## config.mk

```make
export PLATFORM = sky130hd
export DESIGN_NAME = alu_pipe
export DESIGN_NICKNAME = d
export VERILOG_FILES = /design/src/rtl/alu_pkg.sv /design/src/rtl/alu_mul_iter.sv /design/src/rtl/alu_pipe.sv
export SDC_FILE = /design/constraint.sdc
export NUM_CORES = 1
export LEC_CHECK = 0
export ABC_AREA = 1
export CAP_MARGIN = 30
export CORE_MARGIN = 3
export CORE_UTILIZATION = 35
export CTS_CLUSTER_SIZE = 10
export DETAILED_ROUTE_END_ITERATION = 16
export SYNTH_ARGS = -nofsm -noshare
export SYNTH_HDL_FRONTEND = slang
export SYNTH_SLANG_ARGS = --single-unit
export TNS_END_PERCENT = 30
```

## constraint.sdc

```tcl
create_clock -name Clock -period 3.99 [get_ports Clock]
set_clock_uncertainty 0.2 [all_clocks]
set_input_delay 0.798 -clock Clock [delete_from_list [all_inputs] [get_ports Clock]]
set_output_delay 0.798 -clock Clock [all_outputs]
set_load 0.01 [all_outputs]
```

## src/rtl/alu_pkg.sv

```systemverilog
// Shared definitions for the handshaked ALU: opcodes, FSM states, flag bundle.
// Latency: n/a (types and constants only).
// Backpressure: n/a.
package alu_pkg;

    localparam logic [3:0] OP_ADD  = 4'd0;
    localparam logic [3:0] OP_SUB  = 4'd1;
    localparam logic [3:0] OP_AND  = 4'd2;
    localparam logic [3:0] OP_OR   = 4'd3;
    localparam logic [3:0] OP_NOR  = 4'd4;
    localparam logic [3:0] OP_XOR  = 4'd5;
    localparam logic [3:0] OP_SLL  = 4'd6;
    localparam logic [3:0] OP_SRL  = 4'd7;
    localparam logic [3:0] OP_SRA  = 4'd8;
    localparam logic [3:0] OP_SLT  = 4'd9;
    localparam logic [3:0] OP_SLTU = 4'd10;
    localparam logic [3:0] OP_MUL  = 4'd11;

    typedef enum logic {S_IDLE, S_MUL} state_t;

    // Status bundle carried alongside the result in the output register.
    typedef struct packed {
        logic carry;
        logic zero;
        logic negative;
        logic overflow;
        logic illegal;
    } flags_t;

    // Opcodes 12..15 are unused and produce an IllegalOp result.
    function automatic logic op_legal(input logic [3:0] op);
        return op <= OP_MUL;
    endfunction

endpackage

```

## src/rtl/alu_mul_iter.sv

```systemverilog
// Iterative shift-add multiplier returning the low WIDTH bits of a*b (unsigned).
// Latency: start at edge k, done asserted in the cycle before edge k+WIDTH (WIDTH steps).
// Backpressure: none; the caller only starts it when the result slot is guaranteed free.
module alu_mul_iter #(
    parameter int WIDTH = 32
) (
    input  logic             clk,
    input  logic             rst_n,
    input  logic             start,
    input  logic [WIDTH-1:0] a,
    input  logic [WIDTH-1:0] b,
    output logic             done,
    output logic [WIDTH-1:0] product
);
    localparam int SHW = $clog2(WIDTH);
    localparam logic [SHW:0] LAST_STEP = (SHW+1)'(WIDTH - 1);

    logic             active;
    logic [SHW:0]     cnt;
    logic [WIDTH-1:0] mcand;
    logic [WIDTH-1:0] mplier;
    logic [WIDTH-1:0] acc;
    logic [WIDTH-1:0] addend;

    // Partial product for the current multiplier bit; the final step's sum is the product.
    assign addend  = mplier[0] ? mcand : '0;
    assign product = acc + addend;
    assign done    = active && (cnt == LAST_STEP);

    // One multiplier bit consumed per cycle: multiplicand shifts left, multiplier right.
    always_ff @(posedge clk or negedge rst_n) begin
        if (!rst_n) begin
            active <= 1'b0;
            cnt    <= '0;
            mcand  <= '0;
            mplier <= '0;
            acc    <= '0;
        end else if (start) begin
            active <= 1'b1;
            cnt    <= '0;
            mcand  <= a;
            mplier <= b;
            acc    <= '0;
        end else if (active) begin
            acc    <= product;
            mcand  <= mcand << 1;
            mplier <= mplier >> 1;
            cnt    <= cnt + 1'b1;
            if (done) begin
                active <= 1'b0;
            end
        end
    end

endmodule

```

## src/rtl/alu_pipe.sv

```systemverilog
// Handshaked WIDTH-bit ALU with registered result/flags and an iterative multiply.
// Latency: 1 cycle for single-cycle ops, WIDTH cycles after acceptance for MUL.
// Backpressure: result held while OutValid && !OutReady; InReady low then and during MUL.
module alu_pipe
    import alu_pkg::*;
#(
    parameter int WIDTH = 32
) (
    input  logic             Clock,
    input  logic             Reset_n,
    input  logic             InValid,
    output logic             InReady,
    input  logic [WIDTH-1:0] DataA,
    input  logic [WIDTH-1:0] DataB,
    input  logic [3:0]       OPCode,
    output logic             OutValid,
    input  logic             OutReady,
    output logic [WIDTH-1:0] Calc,
    output logic             Carry,
    output logic             Zero,
    output logic             Negative,
    output logic             Overflow,
    output logic             IllegalOp
);
    localparam int SHW = $clog2(WIDTH);

    state_t           state;
    flags_t           out_flags;
    flags_t           res_flags;
    logic [WIDTH-1:0] res_calc;
    logic [WIDTH:0]   sum;
    logic [WIDTH:0]   diff;
    logic [SHW-1:0]   shamt;
    logic [WIDTH-1:0] sra_res;
    logic             in_fire;
    logic             out_fire;
    logic             mul_start;
    logic             mul_done;
    logic [WIDTH-1:0] mul_product;

    assign InReady   = Reset_n && (state == S_IDLE) && (!OutValid || OutReady);
    assign in_fire   = InValid && InReady;
    assign out_fire  = OutValid && OutReady;
    assign mul_start = in_fire && (OPCode == OP_MUL);

    assign sum     = {1'b0, DataA} + {1'b0, DataB};
    assign diff    = {1'b0, DataA} - {1'b0, DataB};
    assign shamt   = DataB[SHW-1:0];
    assign sra_res = $signed(DataA) >>> shamt;

    assign Carry     = out_flags.carry;
    assign Zero      = out_flags.zero;
    assign Negative  = out_flags.negative;
    assign Overflow  = out_flags.overflow;
    assign IllegalOp = out_flags.illegal;

    alu_mul_iter #(.WIDTH(WIDTH)) u_mul (
        .clk     (Clock),
        .rst_n   (Reset_n),
        .start   (mul_start),
        .a       (DataA),
        .b       (DataB),
        .done    (mul_done),
        .product (mul_product)
    );

    // Single-cycle op decode and flag generation; MUL results come from the multiplier.
    always_comb begin
        res_calc  = '0;
        res_flags = '0;
        case (OPCode)
            OP_ADD: begin
                res_calc           = sum[WIDTH-1:0];
                res_flags.carry    = sum[WIDTH];
                res_flags.overflow = (DataA[WIDTH-1] == DataB[WIDTH-1]) &&
                                     (sum[WIDTH-1] != DataA[WIDTH-1]);
            end
            OP_SUB: begin
                res_calc           = diff[WIDTH-1:0];
                res_flags.carry    = diff[WIDTH];
                res_flags.overflow = (DataA[WIDTH-1] != DataB[WIDTH-1]) &&
                                     (diff[WIDTH-1] != DataA[WIDTH-1]);
            end
            OP_AND:  res_calc = DataA & DataB;
            OP_OR:   res_calc = DataA | DataB;
            OP_NOR:  res_calc = ~(DataA | DataB);
            OP_XOR:  res_calc = DataA ^ DataB;
            OP_SLL:  res_calc = DataA << shamt;
            OP_SRL:  res_calc = DataA >> shamt;
            OP_SRA:  res_calc = sra_res;
            OP_SLT:  res_calc = {{(WIDTH-1){1'b0}}, ($signed(DataA) < $signed(DataB))};
            OP_SLTU: res_calc = {{(WIDTH-1){1'b0}}, (DataA < DataB)};
            OP_MUL:  res_calc = '0;
            default: res_flags.illegal = 1'b1;
        endcase
        if (op_legal(OPCode)) begin
            res_flags.zero     = (res_calc == '0);
            res_flags.negative = res_calc[WIDTH-1];
        end
    end

    // FSM and output register: loads on a single-cycle accept or multiply completion.
    always_ff @(posedge Clock or negedge Reset_n) begin
        if (!Reset_n) begin
            state     <= S_IDLE;
            OutValid  <= 1'b0;
            Calc      <= '0;
            out_flags <= '0;
        end else begin
            if (out_fire) begin
                OutValid <= 1'b0;
            end
            if (state == S_IDLE) begin
                if (mul_start) begin
                    state <= S_MUL;
                end else if (in_fire) begin
                    OutValid  <= 1'b1;
                    Calc      <= res_calc;
                    out_flags <= res_flags;
                end
            end else if (mul_done) begin
                state              <= S_IDLE;
                OutValid           <= 1'b1;
                Calc               <= mul_product;
                out_flags          <= '0;
                out_flags.zero     <= (mul_product == '0);
                out_flags.negative <= mul_product[WIDTH-1];
            end
        end
    end

endmodule

```

==> results of run 1 <==
final timing paths:
kind                                              from                           end  slack, ns  depth (start not counted)
max reg2reg                u_mul.mplier[0]$_DFFE_PN0P_              Zero$_DFFE_PN0P_       0.45                         20
max                                          DataA[14]              Zero$_DFFE_PN0P_       0.08                         24
min reg2reg                       Calc[24]$_DFFE_PN0P_          Calc[24]$_DFFE_PN0P_       0.28                          2
max in group asynchronous                      Reset_n  u_mul.mplier[25]$_DFFE_PN0P_       2.40                          3
min                                            Reset_n     u_mul.acc[18]$_DFFE_PN0P_       0.04                          2
min in group Clock                Calc[24]$_DFFE_PN0P_          Calc[24]$_DFFE_PN0P_       0.28                          2
cell usage after synthesis, drive strengths merged, types with 14 or more instances:
library cell     n
o21ai          172
a22o            14
clkbuf          49
nor2           283
o22ai           19
nand4           43
nand2         1007
o211ai          41
a22oi           17
nand3          475
a21oi          135
ha             137
xor2            19
o21bai          17
nor3            35
o221ai          26
inv            414
dfrtp          142
buf             89
kinds of logic after synthesis:
kind of cell             synth area share [%]
flip-flops                              19.23
AO/OA/AOI/OAI                           15.18
adder cells (fa/ha/maj)                 9.599
XOR/XNOR                                1.279
buffers and inverters                   12.09
AND/OR/NAND/NOR                         42.62
sequential cells by signal, summed over array words and instances (netlist names):
signal	count
u_mul.active	1
u_mul.cnt	6
u_mul.mcand	32
u_mul.mplier	32
Zero	1
Negative	1
Overflow	1
state	1
Calc	32
IllegalOp	1
Carry	1
OutValid	1
u_mul.acc	32
cell type report:
| type | instances | area, um2 |
|---|---|---|
| Multi-Input combinational cell | 2501 | 12770 |
| Inverter | 416 | 1564 |
| Antenna cell | 2 | 5.005 |
| Timing Repair Buffer | 698 | 5708 |
| Sequential cell | 142 | 3553 |
| Fill cell | 5584 | 26800 |
| Tap cell | 680 | 850.8 |
| Clock buffer | 18 | 439.2 |
| Clock inverter | 14 | 127.6 |
metal layers:
metal  share of wire (%)  GRT usage, %  wire length, um
met5               0.012             0               13
met4                 6.1         19.89             6443
met3                 9.5         7.658             9999
met2                  42         55.29            44600
met1                  42         49.31            44120
through the flow:
| stage | total power [mW] | instance area [um2] |
|---|---|---|
| after floorplan | 4.900 | 18480 |
| after global placement | 7.485 | 24370 |
| after detailed placement | 7.513 | 24370 |
| after CTS | 9.192 | 24940 |
| after global routing | 9.811 | 25020 |
| final | 9.292 | 25020 |
where the power goes:
| part | total [mW] | switching [mW] | internal [mW] |
|---|---|---|---|
| logic | 5.24 | 3.21 | 2.03 |
| registers | 2.39 | 0.400 | 1.99 |
| clock network | 1.67 | 0.831 | 0.836 |
| total | 9.29 | 4.44 | 4.85 |
critical path: stages:
cell and delay, ns:
clkdlybuf4s50_1 0.48, inv_1 0.17, ha_1 0.44, buf_4 0.17
inv_1 0.06, nand2_1 0.05, nand2_1 0.11, buf_4 0.12
nand2_1 0.04, nand2_1 0.11, inv_1 0.05, nand2_1 0.11
nand2_1 0.09, nand3_1 0.11, nand2_1 0.05, nand3_1 0.12
nand2_1 0.11, nor2_1 0.28, nand2_1 0.11, nor3_2 0.18
nand3_1 0.17, nand2_1 0.09, nand2_1 0.05, nand2_1 0.05
repair_timing:
action	CTS	global route
gates cloned	0	0
resized for setup	5	27
endpoints found under the setup margin	2	7
setup buffers	0	0
pin swaps	0	2
==> summary.txt, run 1 <==
Clock tree
  – Hold Buf Count CTS: 0
  – CTS clk-pin slew, worst paths: around 0.070 ns
  – H-tree levels: 4
  – Longest Clk Path Bufs: 2
  – Number of buffers created by CTS: 17
  – CTS sink count: between 100 and 150
  – Clock latency on the worst-skew pair: 0.50 ns
  – CTS tree: built
  – Clk root buf: clkbuf_16

Yosys
  – Synth top area share: around 20%
  – Synth Area per Inst: a little under 6 um2
  – Register area share after synthesis: approximately a fifth
  – Synth cell types: 51
  – Mapped Nets: 3409
  – Prevailing post-synth register cell: dfrtp_1
  – Gate Count Post-Synth: approximately 3.2k
  – YS warnings: 0
  – Area contributors post-synth: nand2_1 (20%), dfrtp_1 (19%), nand3_1 (13%)
  – Synthesized area: around 18000 um2
  – FFs w/ async S/R, synth: between 90% and 100%
  – Number of synthesized flops with an enable pin: 0
  – Synth Register Bits: 142
  – Synth area leader: nand2_1

Critical path
  – CP Max Fanout: 5
  – Worst Path Class, Setup: input port to register
  – Worst Setup Start Kind: input port
  – Crit end category: register
  – WP data arrival: approximately 4.1 ns
  – Worst EP required: 4.21 ns

Final layout
  – Non-filler cells in the finished layout: 4471
  – Most frequent cells in the layout: nand2_1 (993), buf_4 (573), nand3_1 (471)
  – Final Core Density: around 48%
  – Most common cell after layout, fill and taps aside: nand2_1
  – Share of layout cells above drive strength 1: ~18%
  – Layout Nets: 3988
  – Area grow syn2layout: 35.38%

Timing
  – Final Worst Setup Slack: between 0.07 and 0.08 ns
  – Worst Tran Pin Value: 0.9140 ns
  – Final Hold Vio Count: 0
  – Max-slew headroom: roughly two fifths
  – RSZ-0062 raised after global routing: false
  – Setup_tns: 0 ns
  – FMAX: 255.6 MHz
  – Fin crit share: between 90 and 100%
  – Crit path time final: between 3 and 4 ns
  – Max-slew violation count: 0
  – Final Setup Violations: 0
  – Hold Slack: roughly 0.036 ns

Power
  – P per Cell Area: ~370 nW/um2
  – Leakage power figure: roughly 14 nW
  – Peak supply drop: approximately 0.35 mV

Global route
  – Grt total ovfl: 0
  – First-pass GRT wire length: about 150000 um
  – Initial antenna violation count: 2
  – Largest net degree at the start of global routing: 71
  – Vias in the first global route: roughly 23k
  – Global Route Usage Sum: a little under two fifths

Floorplan
  – Die X-Extent: 235.8 um
  – Rows: 83
  – Die area: about 56000 um2
  – Initial Util: a little over a third
  – Core area: ~52000 um2
  – Top-Level Pins: roughly 110
  – Die height: around 240 um

Detailed routing
  – DRT antenna net count: 0
  – Initial DRC count: around 2.8k
  – Post-Route WL: between 100000 and 150000 um
  – Vias: about 25k
  – Residual DRC count: 0
  – First-pass DRT Iterations: 8
  – DR WL/cell: 23.52 um
  – DR vias/cell: roughly 5.5

Place
  – GP Congestion: 1.090
  – DP HPWL: a little under 90000 um
  – Placed instance count: 4437
  – Port Buffer Count: between 100 and 150
  – Pre-CTS setup slack: -0.6358 ns

Outcome
  – Status: complete, no violations

Min path
  – Worst hold path class: input port to async pin

Run
  – Max cap viols: 0
Power figures use the tool's default switching activity.
==> run 2: changes to the inputs <==
--- a/config.mk
+++ b/config.mk
@@ -6,7 +6,7 @@
 export NUM_CORES = 1
 export LEC_CHECK = 0
 export ABC_AREA = 1
-export CAP_MARGIN = 30
+export CAP_MARGIN = 10
 export CORE_MARGIN = 3
 export CORE_UTILIZATION = 35
 export CTS_CLUSTER_SIZE = 10
==> results of run 2 <==
No change in the layout: final DEF, timing and power equal those of run 1.
